[src/rtl/countdown_pkg.sv]
// Shared types, limits and helpers for the MM:SS.cc countdown timer.
package countdown_pkg;

    // Default parameter values for a 50 MHz board clock.
    localparam int DEFAULT_CLKS_PER_TICK   = 500000;
    localparam int DEFAULT_DEBOUNCE_CYCLES = 1000000;
    localparam int DEFAULT_BLINK_TICKS     = 50;

    // BCD digit limits: tens of seconds/minutes stop at 5, everything else at 9.
    localparam logic [3:0] SEC_TENS_MAX = 4'd5;
    localparam logic [3:0] DIGIT_MAX    = 4'd9;

    typedef enum logic [1:0] {
        ST_IDLE,
        ST_RUNNING,
        ST_PAUSED,
        ST_EXPIRED
    } state_t;

    // Displayed count, most significant digit first.
    typedef struct packed {
        logic [3:0] minute_high;
        logic [3:0] minute_low;
        logic [3:0] second_high;
        logic [3:0] second_low;
        logic [3:0] msecond_high;
        logic [3:0] msecond_low;
    } bcd_time_t;

    // Saturate a switch digit to the largest legal value for its position.
    function automatic logic [3:0] clamp_digit(input logic [3:0] digit, input logic [3:0] limit);
        return (digit > limit) ? limit : digit;
    endfunction

    // Build the value loaded from the switches: clamped MM:SS with centiseconds 00.
    function automatic bcd_time_t preset_time(input logic [7:0] minutes, input logic [7:0] seconds);
        bcd_time_t t;
        t.minute_high  = clamp_digit(minutes[7:4], SEC_TENS_MAX);
        t.minute_low   = clamp_digit(minutes[3:0], DIGIT_MAX);
        t.second_high  = clamp_digit(seconds[7:4], SEC_TENS_MAX);
        t.second_low   = clamp_digit(seconds[3:0], DIGIT_MAX);
        t.msecond_high = 4'd0;
        t.msecond_low  = 4'd0;
        return t;
    endfunction

    // Subtract one centisecond with a ripple borrow; 00:00.00 is held, never wrapped.
    function automatic bcd_time_t bcd_decrement(input bcd_time_t t);
        bcd_time_t r;
        r = t;
        if (t != '0) begin
            if (t.msecond_low != 4'd0) begin
                r.msecond_low = t.msecond_low - 4'd1;
            end else begin
                r.msecond_low = DIGIT_MAX;
                if (t.msecond_high != 4'd0) begin
                    r.msecond_high = t.msecond_high - 4'd1;
                end else begin
                    r.msecond_high = DIGIT_MAX;
                    if (t.second_low != 4'd0) begin
                        r.second_low = t.second_low - 4'd1;
                    end else begin
                        r.second_low = DIGIT_MAX;
                        if (t.second_high != 4'd0) begin
                            r.second_high = t.second_high - 4'd1;
                        end else begin
                            r.second_high = SEC_TENS_MAX;
                            if (t.minute_low != 4'd0) begin
                                r.minute_low = t.minute_low - 4'd1;
                            end else begin
                                // All lower digits are zero and t is nonzero,
                                // so minute_high is guaranteed to be at least 1.
                                r.minute_low  = DIGIT_MAX;
                                r.minute_high = t.minute_high - 4'd1;
                            end
                        end
                    end
                end
            end
        end
        return r;
    endfunction

endpackage

[src/rtl/key_debounce.sv]
// Two-flop synchronizer, low-level run counter and one-shot for an active-low key.
// Emits exactly one registered pulse per qualified press; a held key never repeats.
module key_debounce
    import countdown_pkg::*;
#(
    parameter int DEBOUNCE_CYCLES = DEFAULT_DEBOUNCE_CYCLES
) (
    input  logic clk,
    input  logic reset,
    input  logic key,
    output logic pulse
);

    localparam int             CW      = $clog2(DEBOUNCE_CYCLES + 1);
    localparam logic [CW-1:0]  CNT_MAX = CW'(DEBOUNCE_CYCLES);
    localparam logic [CW-1:0]  CNT_ARM = CW'(DEBOUNCE_CYCLES - 1);

    logic          sync_meta;
    logic          sync_key;
    logic [CW-1:0] count;

    // Bring the asynchronous pin into the clk domain; released (1) out of reset.
    always_ff @(posedge clk) begin
        // NOTE: every sequential assignment is non-blocking so each flop samples
        // the pre-edge value of its neighbour, which is what makes this a 2-stage shift.
        if (reset) begin
            sync_meta <= 1'b1;
            sync_key  <= 1'b1;
        end else begin
            sync_meta <= key;
            sync_key  <= sync_meta;
        end
    end

    // Count consecutive low samples, saturate at the threshold, fire once on arrival.
    always_ff @(posedge clk) begin
        if (reset) begin
            count <= '0;
            pulse <= 1'b0;
        end else begin
            pulse <= !sync_key && (count == CNT_ARM);
            if (sync_key) begin
                count <= '0;
            end else if (count != CNT_MAX) begin
                count <= count + CW'(1);
            end
        end
    end

endmodule

[src/rtl/countdown_timer.sv]
// Down-counting MM:SS.cc timer: preset load, start/pause, expiry alarm blink.
// Drives six BCD digits for the board's seven-segment decoders.
module countdown_timer
    import countdown_pkg::*;
#(
    parameter int CLKS_PER_TICK   = DEFAULT_CLKS_PER_TICK,
    parameter int DEBOUNCE_CYCLES = DEFAULT_DEBOUNCE_CYCLES,
    parameter int BLINK_TICKS     = DEFAULT_BLINK_TICKS
) (
    input  logic       clk,
    input  logic       reset,
    input  logic       key_load,
    input  logic       key_start_pause,
    input  logic [7:0] preset_min,
    input  logic [7:0] preset_sec,
    output logic [3:0] minute_high,
    output logic [3:0] minute_low,
    output logic [3:0] second_high,
    output logic [3:0] second_low,
    output logic [3:0] msecond_high,
    output logic [3:0] msecond_low,
    output logic       running,
    output logic       expired,
    output logic       alarm_led
);

    localparam int            PW         = (CLKS_PER_TICK > 1) ? $clog2(CLKS_PER_TICK) : 1;
    localparam logic [PW-1:0] PRESC_LAST = PW'(CLKS_PER_TICK - 1);
    localparam int            BW         = (BLINK_TICKS > 1) ? $clog2(BLINK_TICKS) : 1;
    localparam logic [BW-1:0] BLINK_LAST = BW'(BLINK_TICKS - 1);

    logic          load_pulse;
    logic          start_pulse;

    state_t        state;
    state_t        state_next;
    bcd_time_t     count;
    bcd_time_t     count_next;
    bcd_time_t     count_dec;

    logic [PW-1:0] presc;
    logic          presc_clear;
    logic          tick;

    logic [BW-1:0] blink_cnt;
    logic [BW-1:0] blink_next;
    logic          alarm_next;

    key_debounce #(
        .DEBOUNCE_CYCLES(DEBOUNCE_CYCLES)
    ) u_load_key (
        .clk   (clk),
        .reset (reset),
        .key   (key_load),
        .pulse (load_pulse)
    );

    key_debounce #(
        .DEBOUNCE_CYCLES(DEBOUNCE_CYCLES)
    ) u_start_key (
        .clk   (clk),
        .reset (reset),
        .key   (key_start_pause),
        .pulse (start_pulse)
    );

    assign tick      = (presc == PRESC_LAST);
    assign count_dec = bcd_decrement(count);

    // 10 ms prescaler; restarts from zero whenever the timer (re)enters RUNNING.
    always_ff @(posedge clk) begin
        if (reset) begin
            presc <= '0;
        end else if (presc_clear || tick) begin
            presc <= '0;
        end else begin
            presc <= presc + PW'(1);
        end
    end

    // Next-state, count and alarm decisions; load beats start, any pulse beats a tick.
    always_comb begin
        // NOTE: every output of this block is given a default first, so no path
        // leaves a variable unassigned and no latch is inferred.
        state_next  = state;
        count_next  = count;
        blink_next  = blink_cnt;
        alarm_next  = alarm_led;
        presc_clear = 1'b0;

        if (load_pulse) begin
            state_next = ST_IDLE;
            count_next = preset_time(preset_min, preset_sec);
            blink_next = '0;
            alarm_next = 1'b0;
        end else begin
            case (state)
                ST_IDLE: begin
                    if (start_pulse && (count != '0)) begin
                        state_next  = ST_RUNNING;
                        presc_clear = 1'b1;
                    end
                end
                ST_RUNNING: begin
                    if (start_pulse) begin
                        state_next = ST_PAUSED;
                    end else if (tick) begin
                        count_next = count_dec;
                        if (count_dec == '0) begin
                            state_next = ST_EXPIRED;
                            alarm_next = 1'b1;
                            blink_next = '0;
                        end
                    end
                end
                ST_PAUSED: begin
                    if (start_pulse) begin
                        state_next  = ST_RUNNING;
                        presc_clear = 1'b1;
                    end
                end
                ST_EXPIRED: begin
                    if (start_pulse) begin
                        state_next = ST_IDLE;
                        alarm_next = 1'b0;
                        blink_next = '0;
                    end else if (tick) begin
                        if (blink_cnt == BLINK_LAST) begin
                            blink_next = '0;
                            alarm_next = !alarm_led;
                        end else begin
                            blink_next = blink_cnt + BW'(1);
                        end
                    end
                end
                default: begin
                    state_next = ST_IDLE;
                end
            endcase
        end
    end

    // State, count and alarm registers; status flags are registered decodes of the next state.
    always_ff @(posedge clk) begin
        if (reset) begin
            state     <= ST_IDLE;
            count     <= '0;
            blink_cnt <= '0;
            alarm_led <= 1'b0;
            running   <= 1'b0;
            expired   <= 1'b0;
        end else begin
            state     <= state_next;
            count     <= count_next;
            blink_cnt <= blink_next;
            alarm_led <= alarm_next;
            running   <= (state_next == ST_RUNNING);
            expired   <= (state_next == ST_EXPIRED);
        end
    end

    assign minute_high  = count.minute_high;
    assign minute_low   = count.minute_low;
    assign second_high  = count.second_high;
    assign second_low   = count.second_low;
    assign msecond_high = count.msecond_high;
    assign msecond_low  = count.msecond_low;

endmodule

[config.mk]
export PLATFORM = sky130hd
export DESIGN_NAME = countdown_timer
export DESIGN_NICKNAME = d
export VERILOG_FILES = /design/src/rtl/countdown_pkg.sv /design/src/rtl/key_debounce.sv /design/src/rtl/countdown_timer.sv
export SDC_FILE = /design/constraint.sdc
export NUM_CORES = 1
export LEC_CHECK = 0
export CAP_MARGIN = 20
export CORE_MARGIN = 5
export CORE_UTILIZATION = 58
export DETAILED_ROUTE_END_ITERATION = 12
export PLACE_DENSITY_LB_ADDON = 0.15
export REMOVE_ABC_BUFFERS = 1
export SETUP_SLACK_MARGIN = 0.5
export SLEW_MARGIN = 20
export SYNTH_ARGS = -nofsm -noshare
export SYNTH_HDL_FRONTEND = slang
export SYNTH_HIERARCHICAL = 1
export SYNTH_SLANG_ARGS = --single-unit
export TNS_END_PERCENT = 10
[constraint.sdc]
create_clock -name clk -period 2.9 [get_ports clk]
set_clock_uncertainty 0.2 [all_clocks]
set_input_delay 0.725 -clock clk [delete_from_list [all_inputs] [get_ports clk]]
set_output_delay 0.725 -clock clk [all_outputs]
set_load 0.02 [all_outputs]
# After elaboration in Yosys (flattened, before gate mapping)
# Cells that the tools add are included.
# Widths: inputs -> output; s select.
# op_classes
n_addsub,10
magnitude_cmp,4
eq_ne,17
mux,45
bitwise_logic,1
n_reduce_logical,26
# op_table
op,n
$mux 24,5
$add 20x1->20 const B,2
$eq 20x20->1 const B,2
$mux 4,10
$ne 20x20->1 const B,2
$mux 6,6
$logic_not 24->1,1
$reduce_bool 24->1,1
$sub 4x1->4 const B,6
$mux 20,1
$reduce_bool 4->1,5
$add 19x1->19 const B,1
$eq 19x19->1 const B,1
$mux 16,1
$mux 2,7
$mux 12,1
$pmux 6 s2,1
$mux 1,9
$gt 4x3->1 const B,2
$gt 4x4->1 const B,2
$mux 8,1
$ne 2x2->1 const B,4
$pmux 2 s4,1
$reduce_or 2->1,4
other kinds (15),27
# word_totals
regBits,100
out_inout_bits,27
word_cells,123

# Depth between registers and ports, before layout
# Gate-level depths: netlist of the first run.
# depth
depth_word,14
ltp_mapped,9
depth_no_buf,8

# Hierarchy
# The synthesis of the first run kept the hierarchy.
# by_module_without_submodules
mod,instances,cells_per_inst,area_per_inst_um2,seq_area_each_um2
countdown_timer,1,375,3075.4,1081.0
key_debounce,2,126,1081.0,460.4

# Worst setup path after synthesis of the first run
# No wires, ideal clock.
# synth_timing
path_kind,register to register
start,reg presc[0]
end,reg count (netlist bit minute_low[3])
setup_time_ns,0.128
t_arrival_ns,2.160
t_required_ns,2.572
slack_ns,0.412
stages_incl_launch_ff,10
n_path_buf,1
path_cell_list,dfxtp_1 ha_1 and4_4 nand4_2 or4_1 buf_2 nor3_1 nand2_1 o21ai_0 a211oi_1
# synth_via
elab_chain_len,3
# synth_rtl
element,line,text
from (decl),countdown_timer.sv:41,logic [PW-1:0] presc;
from (signal assigned),countdown_timer.sv:77,presc <= presc + PW'(1);
$eq 19x19->1,countdown_timer.sv:67,assign tick = (presc == PRESC_LAST);
$reduce_bool 2->1 (no source line),--,
$reduce_and 3->1 (no source line),--,
to (signal assigned),countdown_timer.sv:154,count <= count_next;
to (decl),countdown_timer.sv:37,bcd_time_t count;
# No other way between the ends.
# A chain may end at the register's enable or synchronous reset.

# Worst setup path in the final report of the first run
# layout_timing
start,reg count (netlist bit minute_low[0])
end,out minute_low[0]
# layout_lines
element,line,text
to (decl),countdown_timer.sv:17,"output logic [3:0] minute_low,"
# No word-level cell between the ends.

==> results.ini, run 1 <==
[status]
status=completed

[final_layout]
final_common_cell=nor2_1
area_delta_synth_final_pct=19.2
regArea_um2=2020
drive_above_1_share=0.147
final_cell_mix=99 x nor2_1, 86 x dfxtp_1, 44 x clkdlybuf4s50_1
diodes=0
multi_input_area_um2=3160
layout.cells.non_filler=800
fillCellCount=716
finalNetCount=717

[place]
routabilityCongestion=0.867
dp_hpwl_mm=8.57
io_buffers=46
dp_cells=769

[synth]
syn_avg_cell_area_um2=8.35
syn_inst=627
synth.distinct_cells=66
synth-seq-area-share=0.382
synthTopCellsByArea=dfxtp_1 38%, nor2_1 7.1%, xnor2_1 4.2%
synth_ff_type=dfxtp_1
synth_area_um2=5240
async_flop_share=0
synth_warnings=6
synth_edf_count=0
synth.top_cell.area_share=0.382
synth_largest_area_cell=dfxtp_1
ys_ff_latch=100

[timing]
post-route-period-util=0.865
hold_viol=0
period_needed_ps=2510
slew_viol_final=0
slew_headroom=0.645
setup_viol=0
rsz0062_at_grt=yes
tns_ps=0
tightest_slew_ps=526
fmax_mhz=399

[power_and_ir_drop]
power_leakage_nw=2.19
p_total_mw=2.27
ir_drop_mv=0.308
p_per_area_nw_per_um2=364

[worst_setup_path]
cp_cell_sequence=clkdlybuf4s50_1
critical_path_arrival_ps=1580
reg2reg_to=state[1]$_SDFF_PP0_
cp-start-kind=flop
crit_cells=1
reg2reg_from=msecond_low[1]$_SDFFE_PP0P_
rr_worst_depth=8
worst_setup_path_end_kind=primary output
r2r_setup_slack_ps=460
critical_path_required_ps=1980
crit_path_end=minute_low[0]
critPathKind=flop to primary output
slowest_stage=clkdlybuf4s50_1
cp_top_family=buffers and inverters
critPathMaxStageDelay_ps=680
path_max_fanout=8
startpoint=minute_low[0]$_SDFFE_PP0P_
crit_buf_inv=1

[clock_tree]
cts_hold_buf=0
cts_max_level=3
cts_root_buffer=clkbuf_8
clock_path_buffers=2
clock-sinks=100
path_clk_slew_ps=100
cts_tree=done
numCtsBuffers=9
clk_latency_ps=370

[floorplan]
placementRows=34
io_pins=47
die_h_um=105
die_x_um=105
coreArea_um2=8760
initial_utilization=0.598
dieArea_um2=11000

[drt]
wirelength_mm=12.6
viasPerCell=6.14
wl_per_cell_um=15.7
vias=4911
ant_nets=0
first_pass_iters=5
drc=0
drt_iter0_markers=447

[global_route]
grt_pass1_vias=4485
grt_max_degree=29
grt_pass1_wl_mm=20.6
grtUsageTotal=0.218
antenna_found_initial=0
grt-ovfl-total=0

[flow_run]
max_cap_violations=0

[min_path]
hp-class=flop to flop

==> logic make-up after synthesis <==
| logic type | count (synthesis) | share of synthesized area |
|---|---|---|
| AOI/OAI and AO/OA | 98 | 0.122 |
| xor gates and xnor gates | 47 | 0.0786 |
| adders and majority gates | 9 | 0.0215 |
| buffers and inverters | 45 | 0.0373 |
| DFF | 100 | 0.382 |
| muxes | 4 | 0.00764 |
| and+or+nand+nor | 324 | 0.350 |
==> per-stage QoR <==
| step | utilization | cell area [um2] | hold slack (ps) | setup WS [ps] |
|---|---|---|---|---|
| final | 0.712 | 6240 | 217 | 392 |
| after global routing | 0.712 | 6240 | 227 | 342 |
| after CTS | 0.696 | 6100 | 213 | 368 |
| after detailed placement | 0.663 | 5810 | 196 | 148 |
| after global placement | 0.663 | 5810 | 195 | 273 |
| after floorplan | - | 5120 | 189 | 435 |
==> sequential cells by signal, indices dropped and copies added (netlist names), 6 cells and up <==
name / flops
u_load_key/count: 20
u_start_key/count: 20
blink_cnt: 6
presc: 19
==> synthesized netlist by cell type, types with 5 or more instances <==
cell type	instances
clkbuf_1	15
nand3_1	40
o21ai_0	24
nor4b_1	9
or3_1	6
xnor2_1	25
and3_1	9
nor4_1	13
dfxtp_1	100
a211oi_1	9
buf_2	6
nand4_1	16
nor2_1	99
a31oi_1	9
or2_2	10
and4_1	5
nand2b_1	7
a21oi_1	21
ha_1	9
xor2_1	22
inv_1	20
nand2_1	37
nor3_1	28
nand3b_1	6
==> worst min path at each step <==
stage	from	to	slack (ps)	depth (start not counted)
floorplan	u_load_key/sync_meta$_SDFF_PP1_	u_load_key/sync_key$_SDFF_PP1_	190	1
detailed placement	u_load_key/sync_meta$_SDFF_PP1_	u_load_key/sync_key$_SDFF_PP1_	200	1
finish	u_load_key/sync_meta$_SDFF_PP1_	u_load_key/sync_key$_SDFF_PP1_	220	1
global route	u_load_key/sync_meta$_SDFF_PP1_	u_load_key/sync_key$_SDFF_PP1_	230	1
global placement	u_load_key/sync_meta$_SDFF_PP1_	u_load_key/sync_key$_SDFF_PP1_	200	1
CTS	u_load_key/sync_meta$_SDFF_PP1_	u_load_key/sync_key$_SDFF_PP1_	210	1
==> worst reg2reg max path: stages (launching register included) <==
cell and delay, ps:
dfxtp_2 380, nor4_4 360, buf_4 190, nand4_4 70, and3b_2 290, o21ai_1 80, a22oi_2 200, and4bb_4 270
o31a_1 290
==> per-layer routing <==
layer	vias up	track usage	part of all wire
li1	2387	-	-
met1	2355	0.294	0.45
met2	147	0.351	0.48
met3	22	0.0462	0.053
met4	0	0.0667	0.016
met5	-	0	0
==> what timing repair did <==
action | in CTS | in global routing
resized for setup | 12 | 29
pin swaps | 7 | 8
buffers inserted | 8 | 8
setup endpoints to repair | 45 | 68
==> area by class of cell <==
type                    count  share of cell area
multi-input cells         482               0.506
flip-flops and latches    100               0.324
repair buffers             75               0.110
well taps                 108              0.0217
clock buffers              10              0.0204
inverters                  20              0.0120
clock inverters             5             0.00601
==> report_power, final <==
part           internal, mW  switching [mW]  leakage, nW
sequential             1.38         0.00631        0.814
combinational        0.0422          0.0357         1.30
clock                 0.311           0.496       0.0787
No activity file was read; power rests on OpenSTA's default activity.
==> run 2: changes to the inputs <==
Settings changed: ABC_AREA from default to 1, CORE_UTILIZATION 58 to 59.
==> run 2 against run 1 <==
Critical path depth increased by 18. Synthesized cell count is 46% higher. Highest routed layer unchanged. Fmax grew 4.8%. Register-to-register slack improved by 50 ps.
==> results.ini, run 2 <==
[worst_setup_path]
crit_buf_inv=3
critical_path_arrival_ps=2490
crit_top_cell=nand2_1
critPathKind=flop to flop
path_max_fanout=7
slowest_stage=dfxtp_4
critical_path_required_ps=3000
cp_cell_sequence=inv_2 > nand2_1 > nor2_4 > nand2_2 > nor2_4 > nand2_4 > nand2_2 > inv_2 > nand2_1 > nand2_1 > nand2_1 > inv_1 > nand2_1 > nor2_1 > nand2_2 > nand2_4 > nand2_4 > nand2_1 > a21oi_1
critPathMaxStageDelay_ps=400
worst_setup_path_end_kind=flop
cp_top_family=simple AND/OR/NAND/NOR gates
cp-start-kind=flop

[floorplan]
coreArea_um2=9820
initial_utilization=0.610
die_h_um=111
placementRows=36
dieArea_um2=12300
die_x_um=111
io_pins=47

[place]
placed_area_um2=6620
io_buffers=46
dp_cells=1089
dp_hpwl_mm=11.2
routabilityCongestion=0.958

[global_route]
antenna_found_initial=0
grt_pass1_vias=5723
grt_pass1_wl_mm=25.9
grtUsageTotal=0.245
grt_max_degree=20
grt-ovfl-total=0

[clock_tree]
clock-sinks=100
cts_root_buffer=clkbuf_8
path_clk_slew_ps=120
cts_hold_buf=0
clk_latency_ps=380
cts_tree=done
clock_path_buffers=2
cts_max_level=3
numCtsBuffers=9

[final_layout]
diodes=0
stdcell_area_um2=7290
final_cell_mix=183 x nand2_1, 114 x nor2_1, 100 x inv_1
utilization=0.742
finalNetCount=1027
drive_above_1_share=0.213
final_common_cell=nand2_1
area_delta_synth_final_pct=21.7
fillCellCount=778
layout.cells.non_filler=1136
top_regs=u_load_key/count (20), u_start_key/count (20), presc (19)

[synth]
syn_avg_cell_area_um2=6.55
synth.top_cell.area_share=0.334
ys_ff_latch=100
synth.distinct_cells=47
synth_commonest_cells=193 x nand2_1, 121 x nor2_1, 107 x inv_1
yosysMostFrequentCell=nand2_1
synth_edf_count=0
synth-seq-area-share=0.334
synth_warnings=6
syn_inst=914
synth_ff_type=dfxtp_1
synthTopCellsByArea=dfxtp_1 33%, nand2_1 12%, nor2_1 7.6%
async_flop_share=0
synth_largest_area_cell=dfxtp_1
synth_area_um2=5990

[timing]
tightest_slew_ps=476
hold_viol=0
tns_ps=0
rsz0062_at_grt=yes
hold-worst-slack_ps=221
period_needed_ps=2390
post-route-period-util=0.825
setup_viol=0
slew_headroom=0.679
slew_viol_final=0
fmax_mhz=418

[power_and_ir_drop]
p_per_area_nw_per_um2=322
power_leakage_nw=2.67
ir_drop_mv=0.282

[drt]
first_pass_iters=5
viasPerCell=5.50
ant_nets=0
vias=6244
wl_per_cell_um=13.8
drt_iter0_markers=407
wirelength_mm=15.6
drc=0

[status]
status=completed

[flow_run]
max_cap_violations=0

[min_path]
hp-class=flop to flop

==> run 2: worst register-to-register path, cell delays in order (launching register included) <==
cell and delay, ps:
dfxtp_4 400, inv_2 80, nand2_1 80, nor2_4 150
nand2_2 90, nor2_4 150, nand2_4 100, nand2_2 80
inv_2 50, nand2_1 60, nand2_1 60, nand2_1 80
inv_1 40, nand2_1 90, nor2_1 60, nand2_2 110
nand2_4 90, nand2_4 130, nand2_1 60, a21oi_1 130
==> run 2: cells by family after synthesis <==
logic type               Yosys count  share of synthesized area
AO/OA/AOI/OAI                    142                      0.132
XOR/XNOR                           8                     0.0117
adder cells (fa/ha/maj)            9                     0.0188
buffers and inverters            143                     0.0953
flip-flops                       100                      0.334
AND/OR/NAND/NOR                  512                      0.408
==> run 2: path summary, 6_finish.rpt <==
check,from,to,slack [ps],cells after the start
hold / removal,u_load_key/sync_meta$_SDFF_PP1_,u_load_key/sync_key$_SDFF_PP1_,220,1
setup / recovery,second_high[0]$_SDFFE_PP0P_,blink_cnt[2]$_SDFFE_PP0P_,510,19
setup reg to reg,second_high[0]$_SDFFE_PP0P_,blink_cnt[2]$_SDFFE_PP0P_,510,19
hold reg to reg,u_load_key/sync_meta$_SDFF_PP1_,u_load_key/sync_key$_SDFF_PP1_,220,1
==> run 2: final cells by class <==
cell class	count	area [um2]	share of cell area
Clock inverter	7	67.6	0.00927
Sequential cell	100	2050	0.281
Inverter	127	487	0.0668
Timing Repair Buffer	88	774	0.106
Multi-Input combinational cell	672	3620	0.497
Tap cell	133	166	0.0228
Clock buffer	9	124	0.0170
==> run 2: stage by stage <==
| step | worst slack (ps) | power (mW) |
|---|---|---|
| floorplan | 606 | 1.44 |
| global placement | 388 | 1.49 |
| detailed placement | 355 | 1.49 |
| CTS | 437 | 2.36 |
| global route | 349 | 2.42 |
| finish | 508 | 2.34 |
==> run 2: what timing repair did <==
action	CTS	global route
cloned	1	0
setup endpoints to repair	21	41
buffers inserted	6	24
pin swaps	9	18
hold endpoints to repair	0	0
gates resized for setup	24	65
==> run 2: power breakdown <==
group / leakage [nW] / internal (mW) / switching [mW] / total (mW)
Combinational: 1.76 / 0.0390 / 0.0405 / 0.0795
Clock: 0.0958 / 0.337 / 0.552 / 0.889
Sequential: 0.820 / 1.37 / 0.00383 / 1.38
==> run 2: metal layers <==
metal / up-vias / share of wire / GRT usage
met5: - / 0 / 0
met4: 0 / 0.027 / 0.0821
met3: 36 / 0.075 / 0.0519
met2: 237 / 0.49 / 0.424
met1: 2819 / 0.40 / 0.303
li1: 3152 / - / -
